### src/rtl/multihand_scorer_if.sv
// multihand_scorer_if: card handshake, control and result bundle for multihand_scorer
interface multihand_scorer_if #(parameter int NUM_HANDS = 2);
  localparam int HW = $clog2(NUM_HANDS);
  logic                   clear;
  logic                   card_valid;
  logic                   card_ready;
  logic [HW-1:0]          card_hand;
  logic [3:0]             card;
  logic                   eval;
  logic [4*NUM_HANDS-1:0] scores;
  logic [3*NUM_HANDS-1:0] counts;
  logic [HW-1:0]          winner;
  logic                   tie;
  logic                   result_valid;
  logic                   err;
  logic [NUM_HANDS-1:0]   natural;
  modport master (
    output clear, card_valid, card_hand, card, eval,
    input  card_ready, scores, counts, winner, tie, result_valid, err, natural
  );
  modport slave (
    input  clear, card_valid, card_hand, card, eval,
    output card_ready, scores, counts, winner, tie, result_valid, err, natural
  );
endinterface

### src/rtl/multihand_scorer.sv
// multihand_scorer: per-hand modulo baccarat scoring with multi-cycle winner scan; SCOREHAND_NATURAL_EN enables natural detection/stand
module multihand_scorer #(
  parameter int NUM_HANDS = 2,
  parameter int MAX_CARDS = 3,
  parameter int MODULUS   = 10
) (
  input logic              slow_clock,
  input logic              resetb,
  multihand_scorer_if.slave bus
);
  localparam int HW = $clog2(NUM_HANDS);
`ifdef SCOREHAND_NATURAL_EN
  localparam bit NAT_EN = 1'b1;
`else
  localparam bit NAT_EN = 1'b0;
`endif
  typedef enum logic [1:0] {IDLE, ACCUM, SCAN, DONE} state_t;
  state_t               state_q, state_d;
  logic [3:0]           scores_q [NUM_HANDS];
  logic [3:0]           scores_d [NUM_HANDS];
  logic [2:0]           counts_q [NUM_HANDS];
  logic [2:0]           counts_d [NUM_HANDS];
  logic [NUM_HANDS-1:0] nat_q, nat_d;
  logic                 err_q, err_d, tie_q, tie_d, rv_q, rv_d;
  logic [HW-1:0]        best_idx_q, best_idx_d, scan_idx_q, scan_idx_d;
  logic [3:0]           best_score_q, best_score_d;
  logic                 accepting, xfer, legal;
  logic [3:0]           val;
  logic [4:0]           sum;
  assign accepting      = state_q == IDLE || state_q == ACCUM;
  assign bus.card_ready = accepting && !bus.clear;
  assign xfer           = bus.card_valid && bus.card_ready;
  assign val            = bus.card <= 4'd9 ? bus.card : 4'd0;
  always_comb begin
    state_d      = state_q;
    scores_d     = scores_q;
    counts_d     = counts_q;
    nat_d        = nat_q;
    err_d        = err_q;
    tie_d        = tie_q;
    rv_d         = rv_q;
    best_idx_d   = best_idx_q;
    best_score_d = best_score_q;
    scan_idx_d   = scan_idx_q;
    legal        = 1'b0;
    sum          = '0;
    if (xfer) begin
      for (int h = 0; h < NUM_HANDS; h++) begin
        if (bus.card_hand == HW'(h) && bus.card >= 4'd1 && bus.card <= 4'd13 &&
            counts_q[h] < 3'(MAX_CARDS) && !(NAT_EN && nat_q[h])) begin
          legal       = 1'b1;
          sum         = {1'b0, scores_q[h]} + {1'b0, val};
          scores_d[h] = 4'(sum % 5'(MODULUS));
          counts_d[h] = counts_q[h] + 3'd1;
          nat_d[h]    = NAT_EN && counts_d[h] == 3'd2 && scores_d[h] >= 4'(MODULUS - 2);
        end
      end
      err_d = err_q || !legal;
      if (legal && state_q == IDLE) state_d = ACCUM;
    end
    // The scan seeds from the post-edge scores so a card arriving with eval is counted.
    if (accepting && bus.eval) begin
      best_idx_d   = '0;
      best_score_d = scores_d[0];
      tie_d        = 1'b0;
      scan_idx_d   = HW'(1);
      state_d      = SCAN;
    end
    if (state_q == SCAN) begin
      if (scores_q[scan_idx_q] > best_score_q) begin
        best_idx_d   = scan_idx_q;
        best_score_d = scores_q[scan_idx_q];
        tie_d        = 1'b0;
      end else if (scores_q[scan_idx_q] == best_score_q) begin
        tie_d = 1'b1;
      end
      scan_idx_d = scan_idx_q + HW'(1);
      if (scan_idx_q == HW'(NUM_HANDS - 1)) begin
        state_d = DONE;
        rv_d    = 1'b1;
      end
    end
    if (bus.clear) begin
      state_d      = IDLE;
      scores_d     = '{default: '0};
      counts_d     = '{default: '0};
      nat_d        = '0;
      err_d        = 1'b0;
      tie_d        = 1'b0;
      rv_d         = 1'b0;
      best_idx_d   = '0;
      best_score_d = '0;
      scan_idx_d   = '0;
    end
  end
  always_ff @(posedge slow_clock or negedge resetb) begin
    if (!resetb) begin
      state_q      <= IDLE;
      scores_q     <= '{default: '0};
      counts_q     <= '{default: '0};
      nat_q        <= '0;
      err_q        <= 1'b0;
      tie_q        <= 1'b0;
      rv_q         <= 1'b0;
      best_idx_q   <= '0;
      best_score_q <= '0;
      scan_idx_q   <= '0;
    end else begin
      state_q      <= state_d;
      scores_q     <= scores_d;
      counts_q     <= counts_d;
      nat_q        <= nat_d;
      err_q        <= err_d;
      tie_q        <= tie_d;
      rv_q         <= rv_d;
      best_idx_q   <= best_idx_d;
      best_score_q <= best_score_d;
      scan_idx_q   <= scan_idx_d;
    end
  end
  for (genvar g = 0; g < NUM_HANDS; g++) begin : g_out
    assign bus.scores[4*g +: 4] = scores_q[g];
    assign bus.counts[3*g +: 3] = counts_q[g];
  end
  assign bus.natural      = nat_q;
  assign bus.err          = err_q;
  assign bus.tie          = tie_q;
  assign bus.winner       = best_idx_q;
  assign bus.result_valid = rv_q;
endmodule

### src/flat_wrapper.sv
// flat-port wrapper written by rule: the top's interface ports become plain ports
module multihand_scorer_flat 
#(
  parameter int NUM_HANDS = 2,
  parameter int MAX_CARDS = 3,
  parameter int MODULUS   = 10
)
  (slow_clock, resetb, bus_clear, bus_card_valid, bus_card_hand, bus_card, bus_eval, bus_card_ready, bus_scores, bus_counts, bus_winner, bus_tie, bus_result_valid, bus_err, bus_natural);
  multihand_scorer_if #(.NUM_HANDS(NUM_HANDS)) bus_i ();
  input logic slow_clock;
  input logic resetb;
  input wire logic [$bits(bus_i.clear)-1:0] bus_clear;
  input wire logic [$bits(bus_i.card_valid)-1:0] bus_card_valid;
  input wire logic [$bits(bus_i.card_hand)-1:0] bus_card_hand;
  input wire logic [$bits(bus_i.card)-1:0] bus_card;
  input wire logic [$bits(bus_i.eval)-1:0] bus_eval;
  output wire logic [$bits(bus_i.card_ready)-1:0] bus_card_ready;
  output wire logic [$bits(bus_i.scores)-1:0] bus_scores;
  output wire logic [$bits(bus_i.counts)-1:0] bus_counts;
  output wire logic [$bits(bus_i.winner)-1:0] bus_winner;
  output wire logic [$bits(bus_i.tie)-1:0] bus_tie;
  output wire logic [$bits(bus_i.result_valid)-1:0] bus_result_valid;
  output wire logic [$bits(bus_i.err)-1:0] bus_err;
  output wire logic [$bits(bus_i.natural)-1:0] bus_natural;
  assign bus_i.clear = bus_clear;
  assign bus_i.card_valid = bus_card_valid;
  assign bus_i.card_hand = bus_card_hand;
  assign bus_i.card = bus_card;
  assign bus_i.eval = bus_eval;
  assign bus_card_ready = bus_i.card_ready;
  assign bus_scores = bus_i.scores;
  assign bus_counts = bus_i.counts;
  assign bus_winner = bus_i.winner;
  assign bus_tie = bus_i.tie;
  assign bus_result_valid = bus_i.result_valid;
  assign bus_err = bus_i.err;
  assign bus_natural = bus_i.natural;
  multihand_scorer #(.NUM_HANDS(NUM_HANDS), .MAX_CARDS(MAX_CARDS), .MODULUS(MODULUS)) u_core (.slow_clock(slow_clock), .resetb(resetb), .bus(bus_i));
endmodule
### config.mk
export PLATFORM = sky130hd
export DESIGN_NAME = multihand_scorer_flat
export DESIGN_NICKNAME = d
export VERILOG_FILES = /design/src/rtl/multihand_scorer_if.sv /design/src/rtl/multihand_scorer.sv /design/src/flat_wrapper.sv
export SDC_FILE = /design/constraint.sdc
export NUM_CORES = 1
export LEC_CHECK = 0
export CAP_MARGIN = 20
export CORE_MARGIN = 2
export CORE_UTILIZATION = 50
export DETAILED_ROUTE_END_ITERATION = 7
export GPL_TIMING_DRIVEN = 0
export PLACE_DENSITY = 0.79
export SETUP_SLACK_MARGIN = 0.2
export SLEW_MARGIN = 40
export SYNTH_ARGS = -nofsm -noshare
export SYNTH_HDL_FRONTEND = slang
export SYNTH_SLANG_ARGS = --single-unit
### constraint.sdc
create_clock -name slow_clock -period 4.88 [get_ports slow_clock]
set_clock_uncertainty 0.15 [all_clocks]
set_input_delay 1.464 -clock slow_clock [delete_from_list [all_inputs] [get_ports slow_clock]]
set_output_delay 1.464 -clock slow_clock [all_outputs]
set_load 0.05 [all_outputs]
# After elaboration in Yosys (flattened, before gate mapping)
# Cells that the tools add are included.
[op_classes]
muxes = 46
addsub = 5
div_mod_pow = 2
magnitude_cmp = 7
bitwise_logic = 2
eq_ne = 3
n_reduce_logical = 24
[ops]
columns = ["cell", "count"]
rows = [
  ["2-to-1 mux 4 bit", 10],
  ["2-to-1 mux 1 bit", 22],
  ["2-to-1 mux 2 bit", 8],
  ["2-to-1 mux 8 bit", 2],
  ["2-to-1 mux 6 bit", 2],
  ["adder 4 x 4 -> 5 bit", 2],
  ["logical AND 1 bit", 10],
  ["modulo 5 x 4 -> 5 bit, second input constant", 2],
  ["nonzero test 2 bit", 5],
  ["less-or-equal comparator 4 bit, second input constant", 2],
  ["adder 3 x 1 -> 3 bit, second input constant", 2],
  ["< comparator 3 x 2 -> 1 bit, second input constant", 2],
  ["2-to-1 mux 3 bit", 2],
  ["AND reduction 2 bit", 3],
  ["== test 4 bit", 1],
  [">= comparator 4 x 1 -> 1 bit, second input constant", 1],
  ["> comparator 4 bit", 1],
  ["nonzero test 3 bit", 1],
  ["== test 2 x 1 -> 1 bit, second input constant", 1],
  ["== test 2 bit, second input constant", 1],
  [">= comparator 2 bit, second input constant", 1],
  ["logical NOT 1 bit", 2],
  ["logical NOT 2 bit", 1],
  ["logical OR 1 bit", 2],
  ["3 further kinds", 3],
]
[totals]
in_bits = 10
out_inout_bits = 21
register_bits = 27
wordCells = 102

# Depth between registers and ports, before layout
# Gate-level depths: netlist of the first run.
[logic_depth]
depth_word = 14
mapped_depth = 16

# Worst setup path after synthesis of the first run
# No wires, ideal clock.
[synth_timing]
path_kind = "input-to-reg"
start = "in bus_card[1]"
end = "reg u_core.scores_q (netlist bit u_core.bus.scores[6])"
slack_ns = -0.103
arrival_ns = 4.737
required_ns = 4.634
n_path_buf = 1
path_stages = 16
path_cell_list = "buf_2 -> o21ai_0 -> and2_1 -> ha_1 -> maj3_2 -> a31oi_1 -> nand2_1 -> ha_1 -> o31ai_2 -> xnor2_1 -> ha_1 -> a211oi_1 -> mux2i_1 -> a31o_1 -> mux2_4 -> nor4_2"
[synth_between]
elab_chain_len = 7
word_cells_on_any_way = 14
cone_classes = "1 x add/sub; 1 x div; 3 x order compare; 4 x mux; 5 x reduce/logical"
[synth_rtl]
columns = ["element", "line", "source"]
rows = [
  ["from (decl)", "flat_wrapper.sv:15", "input wire logic [$bits(bus_i.card)-1:0] bus_card;"],
  ["less-or-equal comparator 4 bit", "multihand_scorer.sv:33", "assign val = bus.card <= 4'd9 ? bus.card : 4'd0;"],
  ["2-to-1 mux 4 bit", "multihand_scorer.sv:33", ""],
  ["adder 4 x 4 -> 5 bit", "multihand_scorer.sv:52", "sum = {1'b0, scores_q[h]} + {1'b0, val};"],
  ["modulo 5 x 4 -> 5 bit", "multihand_scorer.sv:53", "scores_d[h] = 4'(sum % 5'(MODULUS));"],
  ["2-to-1 mux 4 bit", "multihand_scorer.sv:49", "if (bus.card_hand == HW'(h) && bus.card >= 4'd1 && bus.card <= 4'd13 &&"],
  ["2-to-1 mux 8 bit", "multihand_scorer.sv:47", "if (xfer) begin"],
  ["2-to-1 mux 8 bit", "multihand_scorer.sv:83", "if (bus.clear) begin"],
  ["to (signal assigned)", "multihand_scorer.sv:110", "scores_q <= scores_d;"],
  ["to (decl)", "multihand_scorer.sv:19", "logic [3:0] scores_q [NUM_HANDS];"],
]
# Several ways; a longest one is shown, not always the timed one. The select of a mux whose other input is x is not followed.
# A chain may end at the register's enable or synchronous reset.

# Worst setup path in the final report of the first run
[layout_timing]
start = "in bus_card[3]"
end = "reg u_core.scores_q (netlist bit u_core.bus.scores[7])"
# The elaborated chain is that of the path after synthesis.

==> flow_metrics.py, run 1 <==
metrics = {
    "die": {
        "placementRows": 24,
        "die_area_um2": 5040,
        "dieWidth_um": 71.0,
        "pin_count": 31,
        "core_area_um2": 4320,
        "start_util_pct": 51.9,
        "die_h_um": 71.0,
    },
    "cts": {
        "clkLatencyLatePin_ps": 270,
        "cts_root_buf": "clkbuf_8",
        "cts_made_buffers": 3,
        "cts_tree": "yes",
        "cts_max_level": 1,
        "clk_pin_slew_ps": 90,
        "clock_path_buffers": 2,
        "cts_sinks": 25,
    },
    "place": {
        "gp_congestion": 0.800,
        "dp_cells": 327,
        "dp_hpwl_um": 4000,
        "post-place-ws_ps": -663,
        "io_buffer_count": 28,
    },
    "synthesis": {
        "syn_area_um2": 2240,
        "ys.warnings.count": 0,
        "ys_ff_latch": 25,
        "yosysUniqueCellTypes": 68,
        "seq_area_frac_synth_pct": 27.9,
        "async_reset_ff_share_pct": 100,
        "syn_area_per_cell_um2": 9.11,
        "synth_ff_type": "dfrtp_1",
        "syn_inst": 246,
        "yosysTopAreaCell": "dfrtp_1",
        "synth_most_common_cell": "dfrtp_1",
        "ys_top_cells_by_area": "dfrtp_1 (28%), ha_1 (10%), nor2_1 (3.3%)",
        "synth_common_cells": "dfrtp_1 (25), nor2_1 (20), ha_1 (18)",
        "yosysTopAreaCellShare_pct": 27.9,
        "synth_edf_count": 0,
    },
    "route": {
        "drtAntennaViolNets": 0,
        "drc": 0,
        "vias": 2098,
        "drt-total-wl_um": 5710,
        "post_drt_wl_per_cell_um": 16.6,
        "drt_iter0_drc": 195,
        "vias_per_cell": 6.08,
        "dr.pass1.iters": 4,
    },
    "setup_path": {
        "path_class": "in -> reg",
        "arrival_ps": 4600,
        "crit_required_ps": 4920,
        "cp_common_cell": "buf_4",
        "critPathTopFamily": "compound AO/OA/AOI/OAI gates",
        "critPathLaunchType": "input pin",
        "path_cells": "buf_4 -> buf_6 -> and2b_1 -> ha_1 -> buf_6 -> inv_2 -> nor2_1 -> a221o_1 -> o31ai_4 -> xnor2_2 -> ha_2 -> a211oi_2 -> mux2i_1 -> a31o_1 -> buf_4 -> buf_4 -> o21a_1 -> o211ai_1",
        "critPathMaxFanout": 7,
        "worst-path-buf-inv": 6,
        "slowest_delay_ps": 380,
        "crit_slowest_cell": "a221o_1",
        "critPathCaptureType": "flop",
    },
    "sta": {
        "hold_viol": 0,
        "rsz0062_at_grt": "no",
        "tightest_slew_ps": 645,
        "min_period_ps": 4560,
        "setup_viol": 0,
        "fmax_mhz": 219,
        "layout_setup_ws_ps": 324,
        "fin_hold_ws_ps": 372,
        "min_period_over_period_pct": 93.4,
        "slew_violations": 0,
        "slew_headroom_pct": 56.8,
    },
    "global_routing": {
        "grt_pass1_wl_um": 9320,
        "grtUsageTotal_pct": 22.6,
        "grt_max_degree": 26,
        "grt_overflow": 0,
        "grt_pass1_vias": 1993,
        "antenna_found_initial": 0,
    },
    "power": {
        "p_leak_uw": 0.00128,
        "ir_worst_vdd_uv": 193,
        "power_density_nw_per_um2": 207,
    },
    "job": {
        "drv_cap": 0,
    },
    "cells_and_area": {
        "antennaDiodeCount": 0,
        "layout.nets": 322,
        "drive_above_1_share_pct": 24.2,
        "instances_no_fill": 345,
        "area_delta_synth_final_pct": 27.2,
        "fin_util_pct": 65.9,
    },
    "run_status": {
        "status": "finished, final reports clean",
    },
    "min_path": {
        "hp-class": "reg -> reg",
    },
}
-- layout make-up --
type                            instances  area [µm²]
Tap cell                               52        65.1
Fill cell                             372        1470
Buffer                                 15         111
Inverter                               13        48.8
Multi-Input combinational cell        194        1590
Clock buffer                            4        45.0
Timing Repair Buffer                   42         365
Sequential cell                        25         626
-- routing by layer --
| layer | global-route usage (%) | wire length, µm | vias to the layer above |
|---|---|---|---|
| met5 | 0 | 0 | - |
| li1 | - | - | 1019 |
| met2 | 37.5 | 2730 | 68 |
| met1 | 31.8 | 2680 | 1003 |
| met4 | 6.08 | 54 | 0 |
| met3 | 1.99 | 252 | 8 |
-- placed cells by master (no fill, tap or decap), types with 3 or more instances in the layout --
cell             count
and2_1               4
ha_1                14
clkbuf_2             5
clkdlybuf4s50_1     22
o21ai_1              3
mux2i_1              6
nor2b_1              7
o21a_1               6
nand2_1             11
a31oi_1              3
buf_6                3
a211oi_1             5
inv_1               12
nor2_1              20
clkbuf_1             5
o2111ai_1            3
ha_4                 3
buf_4               18
o211ai_1             7
nand2b_1             3
buf_2                3
a21oi_1             12
dfrtp_1             25
nand3_1              7
a211oi_2             4
nor3_1               4
clkbuf_8             3
mux2_2               5
-- report_power, final --
part,switching [µW],total [µW],internal [µW]
Clock,66.1,124,58.4
Sequential,10.2,227,217
Combinational,137,240,104
Total,213,591,379
-- registers in the layout (all words and copies together), names as in the netlist --
name,cells
u_core.best_score_q,4
u_core.bus.scores,8
u_core.bus.tie,1
u_core.bus.err,1
u_core.bus.result_valid,1
u_core.scan_idx_q,1
u_core.bus.winner,1
u_core.bus.counts,6
u_core.state_q,2
-- cell families (layout without fill, tap and decap cells) --
family                   after synthesis  after routing  synth area share [%]
AND/OR/NAND/NOR                       84             84                  21.9
AO/OA/AOI/OAI                         69             69                  23.7
buffers and inverters                 28             74                  6.42
flip-flops                            25             25                  27.9
adder cells (fa/ha/maj)               19             19                  10.5
multiplexers                          14             14                  7.03
XOR/XNOR                               6              6                  2.34
other                                  1              2                 0.167
-- path summary, 6_finish.rpt --
check / cells past startpoint / slack, ps / startpoint / to
worst max register to register: 15 / 1480 / u_core.bus.scores[4] / u_core.bus.scores[7]
max in group asynchronous: 1 / 3160 / resetb / u_core.bus.result_valid
worst max-delay path: 18 / 320 / bus_card[3] / u_core.bus.scores[7]
worst min-delay path: 2 / 370 / u_core.bus.result_valid / u_core.bus.result_valid
min in group asynchronous: 1 / 1040 / resetb / u_core.bus.counts[3]
worst min register to register: 2 / 370 / u_core.bus.result_valid / u_core.bus.result_valid
-- per-stage QoR --
step                      power [µW]  setup TNS [ps]  instance area [µm²]
after floorplan                  383               0                 2280
after global placement           434           -1680                 2630
after detailed placement         438           -1770                 2630
after CTS                        579               0                 2800
after global routing             626               0                 2850
final                            591               0                 2850
-- repair_timing --
action / in CTS / in global routing
pin swaps: 11 / 12
setup endpoints to repair: 4 / 4
gates resized for setup: 18 / 17
buffers inserted: 8 / 6
hold buffers: 0 / 0
-- worst reg2reg max path: cells and delay by family (launching register included) --
family                   cells  cell delay (ps)
AO/OA/AOI/OAI                6             1170
XOR/XNOR                     1              130
adder cells (fa/ha/maj)      4              940
buffers and inverters        2              270
flip-flops                   1              470
multiplexers                 1              100
AND/OR/NAND/NOR              1              100
(Power assumes the default switching activity.)
==> run 2: changes to the inputs <==
--- a/config.mk
+++ b/config.mk
@@ -6,7 +6,7 @@
 export NUM_CORES = 1
 export LEC_CHECK = 0
 export CAP_MARGIN = 20
-export CORE_MARGIN = 2
+export CORE_MARGIN = 4
 export CORE_UTILIZATION = 50
 export DETAILED_ROUTE_END_ITERATION = 7
 export GPL_TIMING_DRIVEN = 0
==> flow_metrics.py, run 2 (synthesis results as in run 1) <==
metrics = {
    "run_status": {
        "status": "finished, final reports clean",
    },
    "cts": {
        "clkLatencyLatePin_ps": 260,
        "cts_hold_buf": 0,
        "cts_sinks": 25,
        "clk_pin_slew_ps": 80,
        "cts_tree": "yes",
        "cts_root_buf": "clkbuf_8",
        "cts_made_buffers": 3,
        "cts_max_level": 1,
        "clock_path_buffers": 2,
    },
    "sta": {
        "slew_headroom_pct": 57.1,
        "hold_viol": 0,
        "slew_violations": 0,
        "min_period_over_period_pct": 95.8,
        "setup_viol": 0,
        "tightest_slew_ps": 641,
        "rsz0062_at_grt": "yes",
        "min_period_ps": 4680,
        "fmax_mhz": 214,
    },
    "setup_path": {
        "critPathLaunchType": "input pin",
        "critPathMaxFanout": 7,
        "crit_required_ps": 4910,
        "arrival_ps": 4710,
        "reg2reg_depth": 18,
        "critPathCaptureType": "flop",
        "path_class": "in -> reg",
    },
    "place": {
        "gp_congestion": 0.843,
        "dp_cells": 327,
        "io_buffer_count": 28,
        "dp_hpwl_um": 3910,
        "placed_area_um2": 2630,
    },
    "job": {
        "drv_cap": 0,
    },
    "cells_and_area": {
        "drive_above_1_share_pct": 26.2,
        "seq_area_um2": 626,
        "fin_util_pct": 66.3,
        "instances_no_fill": 350,
        "antennaDiodeCount": 0,
        "multi_input_area_um2": 1590,
        "fillers": 354,
        "layout_commonest_cell": "dfrtp_1",
        "layout.nets": 327,
        "final_area_um2": 2890,
        "final_cell_mix": "dfrtp_1 (25), buf_4 (22), clkdlybuf4s50_1 (22)",
        "area_delta_synth_final_pct": 28.8,
        "largest_register_ffs": 8,
    },
    "global_routing": {
        "grt_max_degree": 26,
        "antenna_found_initial": 0,
        "grtUsageTotal_pct": 19.8,
        "grt_overflow": 0,
        "grt_pass1_vias": 1914,
        "grt_pass1_wl_um": 8840,
    },
    "route": {
        "drc": 0,
        "vias_per_cell": 5.94,
        "post_drt_wl_per_cell_um": 15.9,
        "drtAntennaViolNets": 0,
        "drt_iter0_drc": 181,
        "vias": 2078,
        "drt-total-wl_um": 5560,
        "dr.pass1.iters": 4,
    },
    "die": {
        "die_h_um": 75.0,
        "placementRows": 24,
        "pin_count": 31,
        "start_util_pct": 51.5,
        "core_area_um2": 4350,
        "die_area_um2": 5620,
        "dieWidth_um": 75.0,
    },
    "power": {
        "total_power_uw": 599,
        "power_density_nw_per_um2": 207,
        "p_leak_uw": 0.00130,
        "ir_worst_vdd_uv": 167,
    },
    "min_path": {
        "hold_depth": 2,
        "hp-class": "reg -> reg",
    },
}
[run 2: timing repair]
| action | in CTS | in global routing |
|---|---|---|
| gates cloned | 0 | 1 |
| resized for setup | 22 | 12 |
| setup buffers | 12 | 6 |
| endpoints found under the setup margin | 4 | 4 |
| pin swaps | 12 | 9 |
[run 2: path summary, 6_finish.rpt]
path                       slack, ps                     from                      end
setup reg to reg                1320     u_core.bus.scores[6]     u_core.bus.scores[7]
max in group asynchronous       3180                   resetb           u_core.bus.tie
setup / recovery                 200              bus_card[3]     u_core.bus.scores[7]
hold reg to reg                  360  u_core.bus.result_valid  u_core.bus.result_valid
hold / removal                   360  u_core.bus.result_valid  u_core.bus.result_valid
min in group asynchronous       1030                   resetb     u_core.bus.counts[3]
[run 2: area by class of cell]
type | instances | area share [%]
clock buffer | 4 | 1.56
inverter | 13 | 1.69
tap | 52 | 2.25
buffer | 15 | 3.86
sequential | 25 | 21.7
timing repair buffer | 47 | 13.9
multi-input combinational | 194 | 55.1
[run 2: power breakdown]
group | switching (µW) | total [µW] | internal (µW) | leakage, µW
combinational | 139 | 252 | 113 | 0.000939
clock | 61.8 | 120 | 58.3 | 0.0000228
sequential | 9.89 | 226 | 217 | 0.000341
total | 211 | 599 | 388 | 0.00130
[run 2: critical path: stages]
cell       delay (ps)
buf_4             130
buf_6             120
and2b_1           210
ha_1              250
buf_6             150
inv_2              70
nor2_1             60
a221o_1           410
o31ai_4           360
xnor2_2           120
buf_4             140
buf_4             120
buf_4             120
buf_4             120
buf_4             120
buf_4             110
buf_4             120
ha_2              180
nor2_1             80
o2111ai_1         110
o211ai_1          110
[run 2: per-layer routing]
metal	share of wire (%)	global-route usage, %	vias up
met5	0	0	-
met4	0.88	3.56	0
met3	5.2	1.47	8
met2	47	34.0	70
met1	47	27.5	971
li1	-	-	1029
[run 2: through the flow]
stage / setup WS, ps / setup TNS [ps] / hold WS, ps
2_1_floorplan: 201 / 0 / 422
3_3_place_gp: -622 / -1640 / 333
3_5_place_dp: -638 / -1740 / 341
4_1_cts: 155 / 0 / 365
5_1_grt: 90.6 / 0 / 419
6_report: 203 / 0 / 358
==> run 3: changes to the inputs <==
--- a/config.mk
+++ b/config.mk
@@ -6,11 +6,11 @@
 export NUM_CORES = 1
 export LEC_CHECK = 0
 export CAP_MARGIN = 20
-export CORE_MARGIN = 4
 export CORE_UTILIZATION = 50
 export DETAILED_ROUTE_END_ITERATION = 7
 export GPL_TIMING_DRIVEN = 0
 export PLACE_DENSITY = 0.79
+export RECOVER_POWER = 50
 export SETUP_SLACK_MARGIN = 0.2
 export SLEW_MARGIN = 40
 export SYNTH_ARGS = -nofsm -noshare
==> flow_metrics.py, run 3 (synthesis results as in run 1) <==
metrics = {
    "run_status": {
        "status": "finished, final reports clean",
    },
    "route": {
        "drc": 0,
        "vias": 2082,
        "drt-total-wl_um": 5680,
        "drt_iter0_drc": 153,
        "drtAntennaViolNets": 0,
        "dr.pass1.iters": 4,
        "post_drt_wl_per_cell_um": 16.4,
        "vias_per_cell": 6.02,
    },
    "setup_path": {
        "reg2reg_from": "u_core.bus.scores[6]",
        "r2r_setup_slack_ps": 1420,
        "crit_required_ps": 3270,
        "reg2reg_depth": 13,
        "arrival_ps": 3060,
        "path_class": "in -> out",
        "critPathLaunchType": "input pin",
        "critPathMaxFanout": 10,
        "critPathCaptureType": "primary output",
        "reg2reg_to": "u_core.bus.scores[6]",
    },
    "cts": {
        "cts_sinks": 25,
        "cts_max_level": 1,
        "cts_made_buffers": 3,
        "clock_path_buffers": 2,
        "clk_pin_slew_ps": 90,
        "clkLatencyLatePin_ps": 270,
        "cts_tree": "yes",
        "cts_root_buf": "clkbuf_8",
    },
    "cells_and_area": {
        "antennaDiodeCount": 0,
        "layout_commonest_cell": "dfrtp_1",
        "area_delta_synth_final_pct": 28.1,
        "final_area_um2": 2870,
        "final_cell_mix": "dfrtp_1 (25), nor2_1 (20), buf_4 (18)",
        "largest_register_ffs": 8,
        "layout.nets": 325,
        "drive_above_1_share_pct": 24.7,
    },
    "power": {
        "switching_share_pct": 36.2,
        "clockPowerShare_pct": 21.0,
        "p_sw_uw": 214,
        "seq_power_share_pct": 38.3,
        "power_density_nw_per_um2": 206,
        "internal_power_uw": 377,
        "p_leak_uw": 0.00131,
        "ir_worst_vdd_uv": 208,
        "combPwrFrac_pct": 40.7,
    },
    "sta": {
        "min_period_ps": 4670,
        "tightest_slew_ps": 1360,
        "slew_headroom_pct": 9.23,
        "fmax_mhz": 214,
        "final.setup.tns_ps": 0,
        "setup_viol": 0,
        "min_period_over_period_pct": 95.7,
        "slew_violations": 0,
        "rsz0062_at_grt": "yes",
        "hold_viol": 0,
    },
    "die": {
        "placementRows": 23,
        "dieWidth_um": 69.0,
        "die_h_um": 69.0,
        "core_area_um2": 4140,
        "pin_count": 31,
        "start_util_pct": 54.1,
        "die_area_um2": 4760,
    },
    "place": {
        "gp_congestion": 0.842,
        "io_buffer_count": 28,
        "dp_hpwl_um": 3870,
        "placed_area_um2": 2620,
    },
    "global_routing": {
        "grtUsageTotal_pct": 25.4,
        "antenna_found_initial": 0,
        "grt_pass1_wl_um": 9000,
        "grt_overflow": 0,
        "grt_max_degree": 26,
        "grt_pass1_vias": 1952,
    },
    "min_path": {
        "holdPathEnd": "u_core.bus.err",
        "hold_depth": 1,
        "hp-class": "reg -> reg",
        "hp-start": "u_core.bus.err",
    },
    "job": {
        "drv_cap": 0,
    },
}
## run 3: power by group through the flow
| stage | combinational [µW] | clock, µW | sequential (µW) |
|---|---|---|---|
| global route | 261 | 137 | 228 |
| floorplan | 134 | 0 | 249 |
| finish | 241 | 124 | 226 |
| CTS | 229 | 127 | 226 |
| detailed placement | 208 | 0 | 230 |
| global placement | 203 | 0 | 230 |
## run 3: final cells by class
cell class	instances	area (µm²)
Clock buffer	3	41.3
Buffer	15	110
Multi-Input combinational cell	194	1580
Sequential cell	25	626
Fill cell	335	1270
Timing Repair Buffer	45	394
Clock inverter	1	5.00
Tap cell	50	62.6
Inverter	13	48.8
## run 3: stage by stage
step           cells  worst slack, ps  utilization, %  hold slack [ps]  power [µW]
2_1_floorplan    247              201               -              422         383
3_3_place_gp     325             -626            63.4              337         433
3_5_place_dp     325             -701            63.3              349         438
4_1_cts          340             99.9            68.2              380         582
5_1_grt          346              102            69.3              405         626
6_report         346              208            69.3              371         591
## run 3: worst max-delay path: stages
cell and delay (ps):
dlygate4sd3_1 560, clkbuf_2 250, clkbuf_1 430, nor2_1 100
clkbuf_2 250
## run 3: worst max-delay path by stage
stage                            from                    to  slack, ps  depth (start not counted)
after detailed placement  bus_card[3]  u_core.bus.scores[6]       -700                         16
final                       bus_clear        bus_card_ready        210                          5
after CTS                 bus_card[0]  u_core.bus.scores[6]        100                         15
after global placement    bus_card[3]  u_core.bus.scores[6]       -630                         16
after global routing        bus_clear        bus_card_ready        100                          5
after floorplan           bus_card[3]  u_core.bus.scores[6]        200                         15
## run 3: per-layer routing
layer | global-route usage [%] | up-vias | routed length [µm]
li1 | - | 1019 | -
met5 | 0 | - | 0
met3 | 3.13 | 10 | 284
met1 | 34.7 | 984 | 2610
met2 | 41.6 | 69 | 2720
met4 | 7.65 | 0 | 70
## run 3: repair_timing
| item | 4_1_cts | 5_1_grt |
|---|---|---|
| gates cloned | 0 | 1 |
| endpoints found under the setup margin | 4 | 4 |
| hold buffers | 0 | 0 |
| pin swaps | 11 | 12 |
| setup buffers | 11 | 5 |
| resized for setup | 18 | 15 |
| endpoints found under the hold margin | 0 | 0 |
